File: src/rtl/mips_decls_p.sv
// -----------------------------------------------------------------------------
// mips_decls_p
// Shared declarations for the instruction-fetch stage and the decode-stage
// controller: instruction field types, the NOP encoding and the fetch FSM
// state enum.
// -----------------------------------------------------------------------------
package mips_decls_p;

   typedef logic [5:0] opcode_t;   // instr[31:26]
   typedef logic [5:0] funct_t;    // instr[5:0]

   // All-zero word (sll $0,$0,0) used as the bubble instruction.
   localparam logic [31:0] NOP = 32'h0000_0000;

   // FETCH : request presented for pc_f
   // WAIT  : request in flight, address held
   // DROP  : waiting out the response to a squashed request
   typedef enum logic [1:0] {
      FETCH = 2'd0,
      WAIT  = 2'd1,
      DROP  = 2'd2
   } fetch_state_t;

endpackage

File: src/rtl/pcnext_sel.sv
// -----------------------------------------------------------------------------
// pcnext_sel
// Combinational next-PC selection for the fetch stage.
//   pc_f, pcplus4_f      : current PC and its sequential successor
//   stall_d              : hazard hold; suppresses redirects and advancing
//   pcsrc, jump, jumpr   : redirect requests (priority jumpr > jump > pcsrc)
//   branch_target,
//   jump_target,
//   jr_target            : redirect addresses (bits [1:0] forced to zero)
//   advance              : a fetched or buffered word is entering IF/ID
//   redirect             : a redirect is being honoured this cycle
//   pc_next              : value pc_f takes at the next clock edge
// -----------------------------------------------------------------------------
module pcnext_sel (
   input  logic [31:0] pc_f,
   input  logic [31:0] pcplus4_f,
   input  logic        stall_d,
   input  logic        pcsrc,
   input  logic        jump,
   input  logic        jumpr,
   input  logic [31:0] branch_target,
   input  logic [31:0] jump_target,
   input  logic [31:0] jr_target,
   input  logic        advance,
   output logic        redirect,
   output logic [31:0] pc_next
);

   always_comb begin
      // NOTE: every output gets a value before any branch, so no path
      // through the block leaves one unassigned and no latch is inferred.
      redirect = ~stall_d & (jumpr | jump | pcsrc);
      pc_next  = pc_f;
      if (redirect) begin
         if (jumpr) begin
            pc_next = jr_target;
         end else if (jump) begin
            pc_next = jump_target;
         end else begin
            pc_next = branch_target;
         end
         pc_next[1:0] = 2'b00;   // instructions are word aligned
      end else if (advance && !stall_d) begin
         pc_next = pcplus4_f;    // wraps modulo 2^32
      end
   end

endmodule

File: src/rtl/fetch_unit.sv
// -----------------------------------------------------------------------------
// fetch_unit
// Instruction-fetch stage: PC register, instruction-memory request/ack
// handshake, one-entry hold buffer for words returned while decode is
// stalled, and the IF/ID pipeline register.
//
// Parameter
//   RESET_VECTOR : PC value loaded while reset_n is low
// Ports
//   clk, reset_n                  : clock, asynchronous active-low reset
//   stall_d                       : hazard unit holds IF/ID and the PC
//   pcsrc, jump, jumpr            : redirect requests from decode
//   branch_target, jump_target,
//   jr_target                     : redirect addresses
//   imem_req, imem_addr           : instruction-memory request (addr = pc_f)
//   imem_ack, imem_rdata          : instruction-memory response
//   instr_d, pcplus4_d, valid_d   : IF/ID register
//   opcode_d, funct_d             : instr_d fields for the controller
//
// Build option
//   FETCH_IMEM_WAIT_EN : honour imem_ack with the WAIT/DROP states. Without
//                        it the memory is single-cycle combinational and
//                        imem_ack is ignored (treated as always 1).
// -----------------------------------------------------------------------------
module fetch_unit
   import mips_decls_p::*;
#(
   parameter logic [31:0] RESET_VECTOR = 32'h0000_0000
) (
   input  logic        clk,
   input  logic        reset_n,
   input  logic        stall_d,
   input  logic        pcsrc,
   input  logic        jump,
   input  logic        jumpr,
   input  logic [31:0] branch_target,
   input  logic [31:0] jump_target,
   input  logic [31:0] jr_target,
   output logic        imem_req,
   output logic [31:0] imem_addr,
   input  logic        imem_ack,
   input  logic [31:0] imem_rdata,
   output logic [31:0] instr_d,
   output logic [31:0] pcplus4_d,
   output logic        valid_d,
   output opcode_t     opcode_d,
   output funct_t      funct_d
);

   fetch_state_t state_q, state_n;
   logic [31:0]  pc_f, pc_next, pcplus4_f;
   logic         started_q;      // low for the first cycle after reset
   logic         hold_valid_q;
   logic [31:0]  hold_data_q;
   logic         ack, accept, drain, redirect;

`ifdef FETCH_IMEM_WAIT_EN
   assign ack = imem_ack;
`else
   logic unused_imem_ack;
   assign unused_imem_ack = imem_ack;
   assign ack             = 1'b1;
`endif

   assign pcplus4_f = pc_f + 32'd4;
   assign imem_addr = pc_f;
   // No request while a buffered word is pending (including the cycle it
   // drains) or while a squashed response is still owed.
   assign imem_req  = started_q & ~hold_valid_q & (state_q != DROP);
   assign accept    = imem_req & ack;          // word for pc_f is on imem_rdata
   assign drain     = hold_valid_q & ~stall_d;

   assign opcode_d  = instr_d[31:26];
   assign funct_d   = instr_d[5:0];

   pcnext_sel u_pcnext_sel (
      .pc_f          (pc_f),
      .pcplus4_f     (pcplus4_f),
      .stall_d       (stall_d),
      .pcsrc         (pcsrc),
      .jump          (jump),
      .jumpr         (jumpr),
      .branch_target (branch_target),
      .jump_target   (jump_target),
      .jr_target     (jr_target),
      .advance       (accept | drain),
      .redirect      (redirect),
      .pc_next       (pc_next)
   );

   // A redirect in FETCH retargets the request before the memory has
   // committed to it; only a WAIT-state request is known to be in flight
   // and must have its response thrown away in DROP.
   always_comb begin
      state_n = state_q;
`ifdef FETCH_IMEM_WAIT_EN
      case (state_q)
         FETCH, WAIT: begin
            if (imem_req) begin
               if (ack) begin
                  state_n = FETCH;
               end else if (redirect && state_q == WAIT) begin
                  state_n = DROP;
               end else begin
                  state_n = WAIT;
               end
            end
         end
         DROP: begin
            if (ack) begin
               state_n = FETCH;
            end
         end
         default: state_n = FETCH;
      endcase
`else
      state_n = FETCH;
`endif
   end

   always_ff @(posedge clk or negedge reset_n) begin
      // NOTE: state is updated with non-blocking assignments so every
      // register samples pre-edge values regardless of statement order.
      if (!reset_n) begin
         state_q      <= FETCH;
         pc_f         <= RESET_VECTOR;
         started_q    <= 1'b0;
         hold_valid_q <= 1'b0;
         hold_data_q  <= NOP;
         valid_d      <= 1'b0;
         instr_d      <= NOP;
         pcplus4_d    <= 32'h0000_0000;
      end else begin
         state_q   <= state_n;
         pc_f      <= pc_next;
         started_q <= 1'b1;
         if (stall_d) begin
            // IF/ID and pc_f hold; a word arriving now waits in the buffer.
            if (accept) begin
               hold_valid_q <= 1'b1;
               hold_data_q  <= imem_rdata;
            end
         end else if (redirect) begin
            // Flush: same-cycle ack data and any buffered word are discarded.
            hold_valid_q <= 1'b0;
            valid_d      <= 1'b0;
            instr_d      <= NOP;
         end else if (drain) begin
            hold_valid_q <= 1'b0;
            instr_d      <= hold_data_q;
            pcplus4_d    <= pcplus4_f;
            valid_d      <= 1'b1;
         end else if (accept) begin
            instr_d   <= imem_rdata;
            pcplus4_d <= pcplus4_f;
            valid_d   <= 1'b1;
         end else begin
            valid_d <= 1'b0;
            instr_d <= NOP;
         end
      end
   end

endmodule

File: config.mk
export PLATFORM = sky130hd
export DESIGN_NAME = fetch_unit
export DESIGN_NICKNAME = d
export VERILOG_FILES = /design/src/rtl/mips_decls_p.sv /design/src/rtl/pcnext_sel.sv /design/src/rtl/fetch_unit.sv
export SDC_FILE = /design/constraint.sdc
export NUM_CORES = 1
export LEC_CHECK = 0
export BUFFER_PORTS_ARGS = -buffer_cell sky130_fd_sc_hd__buf_4
export CAP_MARGIN = 20
export CORE_MARGIN = 4
export CORE_UTILIZATION = 30
export CTS_CLUSTER_DIAMETER = 30
export DETAILED_ROUTE_END_ITERATION = 7
export PLACE_DENSITY = 0.58
export SLEW_MARGIN = 20
export SYNTH_ARGS = -nofsm -noshare
export SYNTH_HDL_FRONTEND = slang
export SYNTH_SLANG_ARGS = --single-unit
File: constraint.sdc
create_clock -name clk -period 6.2 [get_ports clk]
set_clock_uncertainty 0.15 [all_clocks]
set_input_delay 0 -clock clk [delete_from_list [all_inputs] [get_ports clk]]
set_output_delay 0 -clock clk [all_outputs]
set_load 0.02 [all_outputs]
After elaboration in Yosys (flattened, before gate mapping)
Cells that the tools add are included.
- $add $sub $neg: 1
- equality and inequality tests: 1
- mux-type cells: 16
- bitwise operators: 9
- reductions and logical operators: 8
- operators with widths (cell ; count):
    $mux W32 ; 9
    $add A32 B3 Y32 const B ; 1
    $mux W1 ; 7
    $reduce_and A2 Y1 ; 2
    $reduce_bool A2 Y1 ; 2
    $and A1 B1 Y1 ; 3
    $not A1 Y1 ; 3
    $or A1 B1 Y1 ; 3
    $reduce_and A3 Y1 ; 1
    $reduce_bool A3 Y1 ; 1
    $ne A2 B1 Y1 const B ; 1
    $logic_and A1 B1 Y1 ; 1
    $logic_not A1 Y1 ; 1
- word-level logic and storage cells: 42
- input bits: 135
- bits in registers: 131
- output and inout bits: 110

Longest topological paths before layout
Gate-level depths: netlist of run 1.
- depth after elaboration: 6
- gate-level depth with buffers: 9
- mapped depth without buffers: 6

Modules after synthesis
A second synthesis of run 1 with hierarchy kept.
- cells, all modules: 624
- area total of the unflattened synthesis: 6909.1 µm²
- by module, submodules not included (module ; cells each ; area an instance (µm²) ; times used):
    fetch_unit ; 483 ; 5497.8 ; 1
    pcnext_sel ; 141 ; 1411.4 ; 1

Worst setup path after synthesis of run 1
OpenSTA, ideal clock, no wires.
- path type: flip-flop to flip-flop
- start: register pc_f[2], in the netlist imem_addr[2]
- end: register pc_f[18], in the netlist imem_addr[18]
- setup time: 136 ps
- path slack: 4021 ps
- arrival: 1893 ps
- cell stages (with the launch flop): 7
- cells stage by stage: dfrtp_1 ha_1 nand3_1 nor4_2 nand4_1 a31oi_1 o31ai_1
- word-level cells in the longest chain between the ends: 3
- RTL lines (item ; line ; source):
    start, declared ; fetch_unit.sv:51 ; logic [31:0] pc_f, pc_next, pcplus4_f;
    start signal, assigned ; fetch_unit.sv:135 ; pc_f <= pc_next;
    $add A32 B3 Y32 ; fetch_unit.sv:65 ; assign pcplus4_f = pc_f + 32'd4;
    $mux W32 ; pcnext_sel.sv:43 ; end else if (advance && !stall_d) begin
    $mux W32 ; pcnext_sel.sv:34 ; if (redirect) begin
No other way between the ends. The select of a mux whose other input is x is not followed.
A chain may end at the register's enable or synchronous reset.

Worst setup path in the final report of run 1
- start: input port stall_d
- end: register pc_f[4], in the netlist imem_addr[4]
- word-level cells in the longest chain between the ends: 5
- elaborated cells between the ends (all ways): 8
- those cells by class: 1 x mux; 4 x bitwise; 3 x reduce/logical
- RTL lines (item ; line ; source):
    start, declared ; fetch_unit.sv:32 ; input logic stall_d,
    $not A1 Y1 (no line) ; n/a ;
    $and A1 B1 Y1 ; fetch_unit.sv:71 ; assign drain = hold_valid_q & ~stall_d;
    $or A1 B1 Y1 ; fetch_unit.sv:86 ; .advance (accept | drain),
    $logic_and A1 B1 Y1 ; pcnext_sel.sv:43 ;
    $reduce_bool A2 Y1 (no line) ; n/a ;
Several ways; a longest one is shown, not always the timed one.

==> impl_results.md, run 1 <==
- Status: finished with violations
- Violated checks: negative hold slack
- Minimum clock period: roughly 2.9 ns
- Standard-cell rows: between 50 and 60
- H-tree depth: 4
- Post-synth EDFFs: 0
- Async SR Flop Fraction: 1.00
- Finished Layout Cells: roughly 1200
- Global-route wire length before repair: ~33000 um
- DRT iter0 DRCs: between 200 and 300
- Die span in x: approximately 150 um
- Synth Flop Type: dfrtp_1
- Setup TNS: 0 ns
- Initial DRT Pass Iterations: 5
- GRT Residual Overflow: 0
- Place WS: between 3 and 4 ns
- Post-route clock period utilization: 0.475
- Leakage power: 4.44 nW
- Power Density: approximately 260 nW/um^2
- Max FO, Critical Path: approximately 100
- Area delta synth->final: 49.7%
- Max-slew headroom: 0.339
- Synthesized cell area: about 6500 um^2
- Layout cell share with drive strength beyond 1: 0.320
- Worst R2R Setup Slack: roughly 3.5 ns
- Synth warn: 0
- Post-Synthesis Cells: ~680
- Initial Util: 0.307
- WL/cell: roughly 17 um
- Core ar.: approximately 21000 um^2
- IO buf count: ~230
- DR vias/cell: roughly 4.8
- Slew @ Worst Pin: 0.992 ns
- Max Freq: ~340 MHz
- Wirelength, routed: 20600 um
- Most frequent cells in the layout: buf_4 (237), dfrtp_1 (127), nand2_1 (115)
- VDD IR-drop max: 0.121 mV
- Worst path arrival time: between 3 and 4 ns
- Reg2Reg Depth: 6
- Max_cap viols: 0
- Hold buffer count at cts: a little under 90
- Clk buf depth: 2
- Worst Setup End Kind: flop
- Final setup violation count: 0
- Critical path launch point type: input pin
- Hold Vio Cnt, Final: 6
- Tot GR Track Use: 0.171
- Worst Hold Class: in -> async
- Reg2reg end: imem_addr[18]
- RSZ-0062 raised after global routing: false
- Layout Nets: 1090
- Hold slack final: -0.0126 ns
- CTS tree: yes
- Via count: roughly 6000
- Worst-path clk slew: 0.06 ns
- Post-CTS Resized: 0
- Die area: ~24000 um^2
- RePlAce Congestion: slightly below 0.8
- Antenna Cells: 0
- Avg Cell Area, Syn: roughly 9.6 um^2
- Sequential-to-total area share from yosys stat: 0.492
- Die height: 155 um
- CP Class: in -> reg
- Reg-to-Reg Start: imem_addr[2]
- Drt drc: 0
- Vias in the first global route: about 6100
- Initial antenna violation count: 0
- Root buf cell: clkbuf_16
- Commonest non-fill, non-tap cell in the layout: buf_4
- Seq cells post-synth: between 100 and 150
- Dpl hpwl: about 14000 um
- Final Power: around 2.6 mW
- Clk Latency, worst-skew pair: between 0.4 and 0.5 ns
- Filler Cell Count: between 2000 and 2500
- Post-CTS setup buffer count: 0
- Final worst slack: ~3.3 ns
- Cell variety after synth: 40
- Number of clock sinks: 127
- DP Cell Count: between 1000 and 1500
- TritonCTS buffer count: 17
- Pins Over Slew Limit: 0
- Pin count of the biggest net entering global routing: a little over 100
- Worst Path Required: 6.40 ns
- Ports: 245
- Antenna-violating nets left: 0
sequential cells by signal, summed over array words and instances (netlist names):
name,cells
hold_data_q,32
imem_addr,30
hold_valid_q,1
pcplus4_d,30
valid_d,1
started_q,1
instr_d,32
cells in the mapped netlist, types with 12 or more instances:
cell | number | area, um^2
nor2_1 | 18 | 67.6
mux2i_1 | 30 | 300
nand3_1 | 15 | 75.1
o21ai_0 | 113 | 566
clkbuf_1 | 37 | 139
mux2_2 | 32 | 360
dfrtp_1 | 127 | 3180
a22oi_1 | 41 | 308
xor2_1 | 16 | 140
xnor2_1 | 12 | 105
nand2_1 | 115 | 432
a21oi_1 | 21 | 105
buf_4 | 16 | 120
worst max path at each step:
stage / start / endpoint / cells past startpoint
6_report: stall_d / imem_addr[4] / 7
5_1_grt: stall_d / imem_addr[4] / 7
4_1_cts: stall_d / imem_addr[4] / 7
3_5_place_dp: jumpr / imem_addr[4] / 6
3_3_place_gp: jumpr / imem_addr[4] / 6
2_1_floorplan: imem_addr[2] / imem_addr[18] / 6
kinds of logic (layout without fill, tap and decap cells):
family / Yosys count / after routing / synth area share
buf+inv: 74 / 362 / 0.0585
fa+ha+maj: 1 / 1 / 0.00194
mux: 62 / 62 / 0.102
compound gates: 200 / 200 / 0.183
other cells: 2 / 5 / 0.00116
xor+xnor: 28 / 28 / 0.0379
flops: 127 / 127 / 0.492
simple gates: 181 / 181 / 0.124
through the flow:
step | instance area (um^2) | util
finish | 9680 | 0.459
floorplan | 6470 | -
global placement | 8260 | 0.392
CTS | 9660 | 0.458
detailed placement | 8260 | 0.392
global route | 9680 | 0.459
cell type report:
class                           instances  area (um^2)  area share
Tap cell                              275          344      0.0356
Inverter                                5         18.8     0.00194
Timing Repair Buffer                  326         2680       0.277
Sequential cell                       127         3180       0.328
Clock inverter                         13         91.3     0.00944
Multi-Input combinational cell        477         2930       0.303
Clock buffer                           18          439      0.0454
layer usage:
metal	up-vias	wire length, um	part of all wire	GRT usage
met5	-	0	0	0
met4	0	201	0.0098	0.0433
met3	17	1520	0.074	0.0481
met2	209	10000	0.49	0.294
met1	2816	8860	0.43	0.213
li1	2944	-	-	-
critical path, cell delays in order:
cell           delay, ns
dlygate4sd3_1       0.53
buf_4               0.42
or4_4               0.44
or2_4               0.85
nand2_1             0.49
o22ai_1             0.30
a21o_1              0.10
power breakdown:
part	internal [mW]	total (mW)	switching (mW)
Sequential	0.947	1.04	0.0962
Clock	0.519	0.901	0.383
Combinational	0.301	0.614	0.313
(Power assumes the default switching activity.)
==> inputs of run 2 (changes only) <==
Settings changed: PLACE_DENSITY 0.58 to 0.6.
Clock period 6.2 ns to 2.7 ns, I/O delays scaled along.
==> impl_results.md, run 2 (synthesis results as in run 1) <==
- Core ar.: 21100 um^2
- Final setup violation count: 0
- Number of clock sinks: roughly 130
- RSZ-0062 raised after global routing: false
- GRT Residual Overflow: 0
- Violated checks: negative hold slack
- CP Cell Sequence: ha_1 > nand3_1 > nor2_1 > buf_4 > a41oi_1 > o21ai_0 > o311ai_1
- Standard-cell rows: between 50 and 60
- Initial Util: 0.307
- Pin count of the biggest net entering global routing: between 60 and 70
- Hold buffer count at cts: 88
- Top flop regs: hold_data_q (32), instr_d (32)
- Die area: 24000 um^2
- Post-CTS setup buffer count: 0
- Initial DRT Pass Iterations: 5
- Status: finished with violations
- Vias in the first global route: 6080
- WL/cell: ~17 um
- Root buf cell: clkbuf_16
- Worst Setup End Kind: flop
- Dpl hpwl: ~15000 um
- Slew @ Worst Pin: ~0.72 ns
- Hold Vio Cnt, Final: 3
- Leakage power: 4.58 nW
- DR vias/cell: 4.84
- Final core occ: 0.471
- Post-route clock period utilization: 0.810
- RePlAce Congestion: 0.835
- Ports: around 250
- CP max-delay cell: dfrtp_1
- Max Freq: 457 MHz
- Die height: ~150 um
- Critical path's largest stage delay: ~0.4 ns
- Hold slack final: -0.00243 ns
- CTS tree: yes
- Wirelength, routed: around 21000 um
- Minimum clock period: between 2 and 2.5 ns
- Tot GR Track Use: 0.175
- Worst path arrival time: about 2.3 ns
- Worst-path clk slew: about 0.060 ns
- Post-CTS Resized: 0
- Critical path launch point type: flop
- Global-route wire length before repair: roughly 33000 um
- Die span in x: 155 um
- TritonCTS buffer count: 17
- Layout Nets: between 1000 and 1500
- Via count: a little over 6000
- DRT iter0 DRCs: roughly 310
- Antenna Cells: 0
- Antenna-violating nets left: 0
- Clk Latency, worst-skew pair: 0.41 ns
- IO buf count: 233
- H-tree depth: 4
- VDD IR-drop max: between 0.3 and 0.4 mV
- Worst Path Required: 2.83 ns
- Max-slew headroom: 0.520
- Worst Hold Class: in -> async
- CP Buf/Inv Count: 1
- Critical path's top delay family: simple AND/OR/NAND/NOR gates
- Most frequent cells in the layout: buf_4 (251), dfrtp_1 (127), nand2_1 (115)
- Area delta synth->final: 53.5%
- Drt drc: 0
- Clk buf depth: 2
- Pins Over Slew Limit: 0
- Setup TNS: 0 ns
- Power Density: ~630 nW/um^2
- CP Class: reg -> reg
- Commonest non-fill, non-tap cell in the layout: buf_4
- Max FO, Critical Path: 5
- Max_cap viols: 0
- Layout cell share with drive strength beyond 1: 0.330
- Initial antenna violation count: 1
-- run 2: changes by cell type in the layout (fill, tap and decap cells not counted), moves of 2 or more --
| cell | delta |
|---|---|
| clkinv_4 | +3 |
| bufinv_16 | +3 |
| buf_4 | +14 |
| clkinv_2 | -2 |
| buf_12 | +3 |
| clkinvlp_4 | -4 |
-- run 2: area by class of cell --
| cell class | instances | area [um^2] |
|---|---|---|
| tap | 275 | 344 |
| sequential | 127 | 3180 |
| clock buffer | 20 | 457 |
| clock inverter | 12 | 159 |
| fill | 2054 | 11200 |
| inverter | 5 | 18.8 |
| timing repair buffer | 343 | 2840 |
| multi-input combinational | 477 | 2930 |
-- run 2: routing by layer --
metal	wire length, um	track usage	vias to the layer above
met3	1590	0.0501	22
li1	-	-	2978
met2	10200	0.296	221
met4	240	0.0442	2
met1	8990	0.222	2869
met5	7	0	-
-- run 2: power by group --
group | switching (mW) | internal [mW] | total (mW)
logic | 0.724 | 0.710 | 1.43
registers | 0.217 | 2.17 | 2.39
clock network | 0.883 | 1.51 | 2.39
total | 1.82 | 4.39 | 6.22
-- run 2: worst paths after layout --
| check | slack, ns | cells after the start | endpoint | from |
|---|---|---|---|---|
| setup / recovery | 0.51 | 7 | imem_addr[22] | imem_addr[3] |
| hold / removal | -0.002 | 2 | hold_data_q[5] | reset_n |
| setup reg to reg | 0.51 | 7 | imem_addr[22] | imem_addr[3] |
| hold reg to reg | 0.33 | 2 | pcplus4_d[24] | pcplus4_d[24] |
| max in group asynchronous | 1.62 | 3 | hold_data_q[24] | reset_n |
| min in group clk | 0.01 | 4 | valid_d | stall_d |
-- run 2: through the flow --
step           hold WS [ns]  setup WS, ns  instance area [um^2]  total power, mW  cells
6_report           -0.00243         0.514                  9920             6.22   1259
5_1_grt              0.0502         0.277                  9920             6.53   1259
4_1_cts             0.00302         0.481                  9920             6.31   1259
3_5_place_dp         -0.121         0.471                  8430             3.76   1139
3_3_place_gp         -0.124         0.530                  8430             3.74   1139
2_1_floorplan        -0.446         0.521                  6470             3.07    678
==> inputs of run 3 (changes only) <==
Settings changed: ABC_AREA set to 1.
Clock period 2.7 ns to 2 ns, I/O delays scaled along.
==> impl_results.md, run 3 <==
- Core ar.: ~23000 um^2
- CP Cell Sequence: buf_4 > inv_2 > nand2_2 > nand2_2 > inv_2 > o211ai_1 > dlygate4sd3_1 > nand3_1
- Reg2reg end: imem_addr[20]
- Critical path's largest stage delay: between 0.6 and 0.7 ns
- Worst path arrival time: slightly below 2 ns
- Die height: around 160 um
- Synth area leader: dfrtp_1
- Synth area leaders: dfrtp_1 (46%), nand2_1 (17%), nand3_1 (9.4%), o21ai_0 (4.3%), inv_1 (3.2%)
- Hold depth: 6
- Wirelength, routed: roughly 24000 um
- Seq cells post-synth: approximately 130
- Number of clock sinks: 127
- CP max-delay cell: dlygate4sd3_1
- Layout Nets: about 1400
- IO buf count: about 230
- Final Power: 8.17 mW
- Dpl hpwl: between 15000 and 20000 um
- Max Freq: roughly 560 MHz
- Post-synth EDFFs: 0
- CP Class: in -> reg
- Worst-path clk slew: approximately 0.050 ns
- Most frequent cells after synthesis: nand2_1 (316), nand3_1 (129), dfrtp_1 (127), o21ai_0 (59)
- GRT met2 Usage: 0.322
- Pins Over Slew Limit: 0
- Status: finished clean
- Worst Setup End Kind: flop
- Async SR Flop Fraction: 1.00
- Cell variety after synth: 28
- Setup TNS: 0 ns
- Root buf cell: clkbuf_16
- Worst Path Required: 2.20 ns
- Slew @ Worst Pin: approximately 0.68 ns
- Place WS: between 0.2 and 0.3 ns
- Final core occ: 0.457
- Critical path's top delay family: buffers and inverters
- RePlAce Congestion: approximately 0.84
- Clk buf depth: 2
- GRT Residual Overflow: 0
- Drt drc: 0
- Max FO, Critical Path: 30
- Standard-cell rows: 55
- Leakage power: roughly 5.3 nW
- Max-slew headroom: 0.545
- Met1 GRT Util: 0.241
- Initial DRT Pass Iterations: 7
- Die area: between 20000 and 30000 um^2
- Fin area: around 10000 um^2
- Via count: around 7000
- Worst R2R Setup Slack: about 0.28 ns
- Count leader, synth: nand2_1
- CP Buf/Inv Count: 4
- Synth top area share: 0.461
- Hold EP: imem_addr[11]
- Top Usage Layer GRT: met2
- Tot GR Track Use: 0.188
- Hold slack final: 0.0217 ns
- Synth warn: 0
- Synth Flop Type: dfrtp_1
- Synthesized cell area: 6900 um^2
- Die span in x: about 160 um
- Antenna-violating nets left: 0
- Met3 Usage GRT: 0.0418
- Avg Cell Area, Syn: ~7.4 um^2
- Initial Util: 0.305
- DR vias/cell: between 4 and 5
- DP Area: 8840 um^2
- Critical path launch point type: input pin
- DRT iter0 DRCs: 421
- Post-Synthesis Cells: 930
- DP Cell Count: 1401
- Reg-to-Reg Start: imem_addr[3]
- Hold Vio Cnt, Final: 0
- WL/cell: about 16 um
- TritonCTS buffer count: 17
- Final setup violation count: 0
- VDD IR-drop max: between 0.5 and 0.6 mV
- Top flop regs: hold_data_q (32), instr_d (32)
- H-tree depth: 4
- Layout cell share with drive strength beyond 1: 0.250
- Sequential-to-total area share from yosys stat: 0.461
- Pin count of the biggest net entering global routing: 66
- Area delta synth->final: 50.1%
- Antenna Cells: 0
- Most frequent cells in the layout: nand2_1 (316), buf_4 (243), nand3_1 (129)
- Minimum clock period: between 1.5 and 2 ns
- Finished Layout Cells: around 1500
- CTS tree: yes
- Initial antenna violation count: 0
- Clk Latency, worst-skew pair: roughly 0.42 ns
- Post-route clock period utilization: 0.893
- Vias in the first global route: around 7200
- Commonest non-fill, non-tap cell in the layout: nand2_1
- Worst Hold Class: in -> reg
- Reg2Reg Depth: 8
- Global-route wire length before repair: around 39000 um
- Hold path start: stall_d
- Max_cap viols: 0
- Ports: around 250
- Power Density: about 790 nW/um^2
- Final worst slack: around 0.21 ns
- Post-CTS Resized: 0
- RSZ-0062 raised after global routing: false
## run 3: layout make-up
class,count,area (um^2)
fillers,2270,12300
clock inverters,12,121
multi-input cells,674,3120
inverters,66,248
clock buffers,19,433
well taps,285,357
repair buffers,345,2900
flip-flops and latches,127,3180
## run 3: how the worst max path moves through the flow
| stage | startpoint | endpoint | slack, ns | cells past startpoint |
|---|---|---|---|---|
| after floorplan | imem_addr[3] | imem_addr[28] | 0.32 | 8 |
| after global placement | imem_addr[13] | pcplus4_d[24] | 0.31 | 7 |
| after detailed placement | imem_addr[3] | pcplus4_d[20] | 0.28 | 8 |
| after CTS | jumpr | imem_addr[15] | 0.21 | 8 |
| after global routing | jumpr | imem_addr[15] | 0.12 | 8 |
| final | jumpr | imem_addr[15] | 0.21 | 8 |
## run 3: logic make-up (layout without fill, tap and decap cells)
| kind of cell | after synthesis | after routing | synth area share |
|---|---|---|---|
| other | 2 | 5 | 0.00109 |
| buffers and inverters | 132 | 442 | 0.0882 |
| XOR/XNOR | 6 | 6 | 0.00762 |
| adder cells (fa/ha/maj) | 1 | 1 | 0.00181 |
| AND/OR/NAND/NOR | 531 | 531 | 0.336 |
| AO/OA/AOI/OAI | 131 | 131 | 0.105 |
| flip-flops | 127 | 127 | 0.461 |
## run 3: metal layers
layer,part of all wire,vias to the layer above
met2,0.49,234
met4,0.014,0
met5,0,-
met1,0.44,3299
li1,-,3571
met3,0.058,27
## run 3: worst register-to-register path, stage by stage, from the launching register on
cell and delay [ns]:
dfrtp_1 0.41, ha_1 0.22, nand2_2 0.10, nor2_8 0.16, nand2_8 0.11, nor2_4 0.16
nand3_1 0.09, nand3_1 0.13, nand2_1 0.06
## run 3: power by group
part,internal (mW),switching [mW],total [mW]
Combinational,0.906,1.09,2.00
Sequential,2.92,0.288,3.20
Clock,1.81,1.16,2.97
Total,5.63,2.54,8.17
## run 3: what timing repair did
action,in CTS,in global routing
hold buffers,96,0
endpoints found under the hold margin,221,0
setup buffers,0,0
setup endpoints to repair,0,0
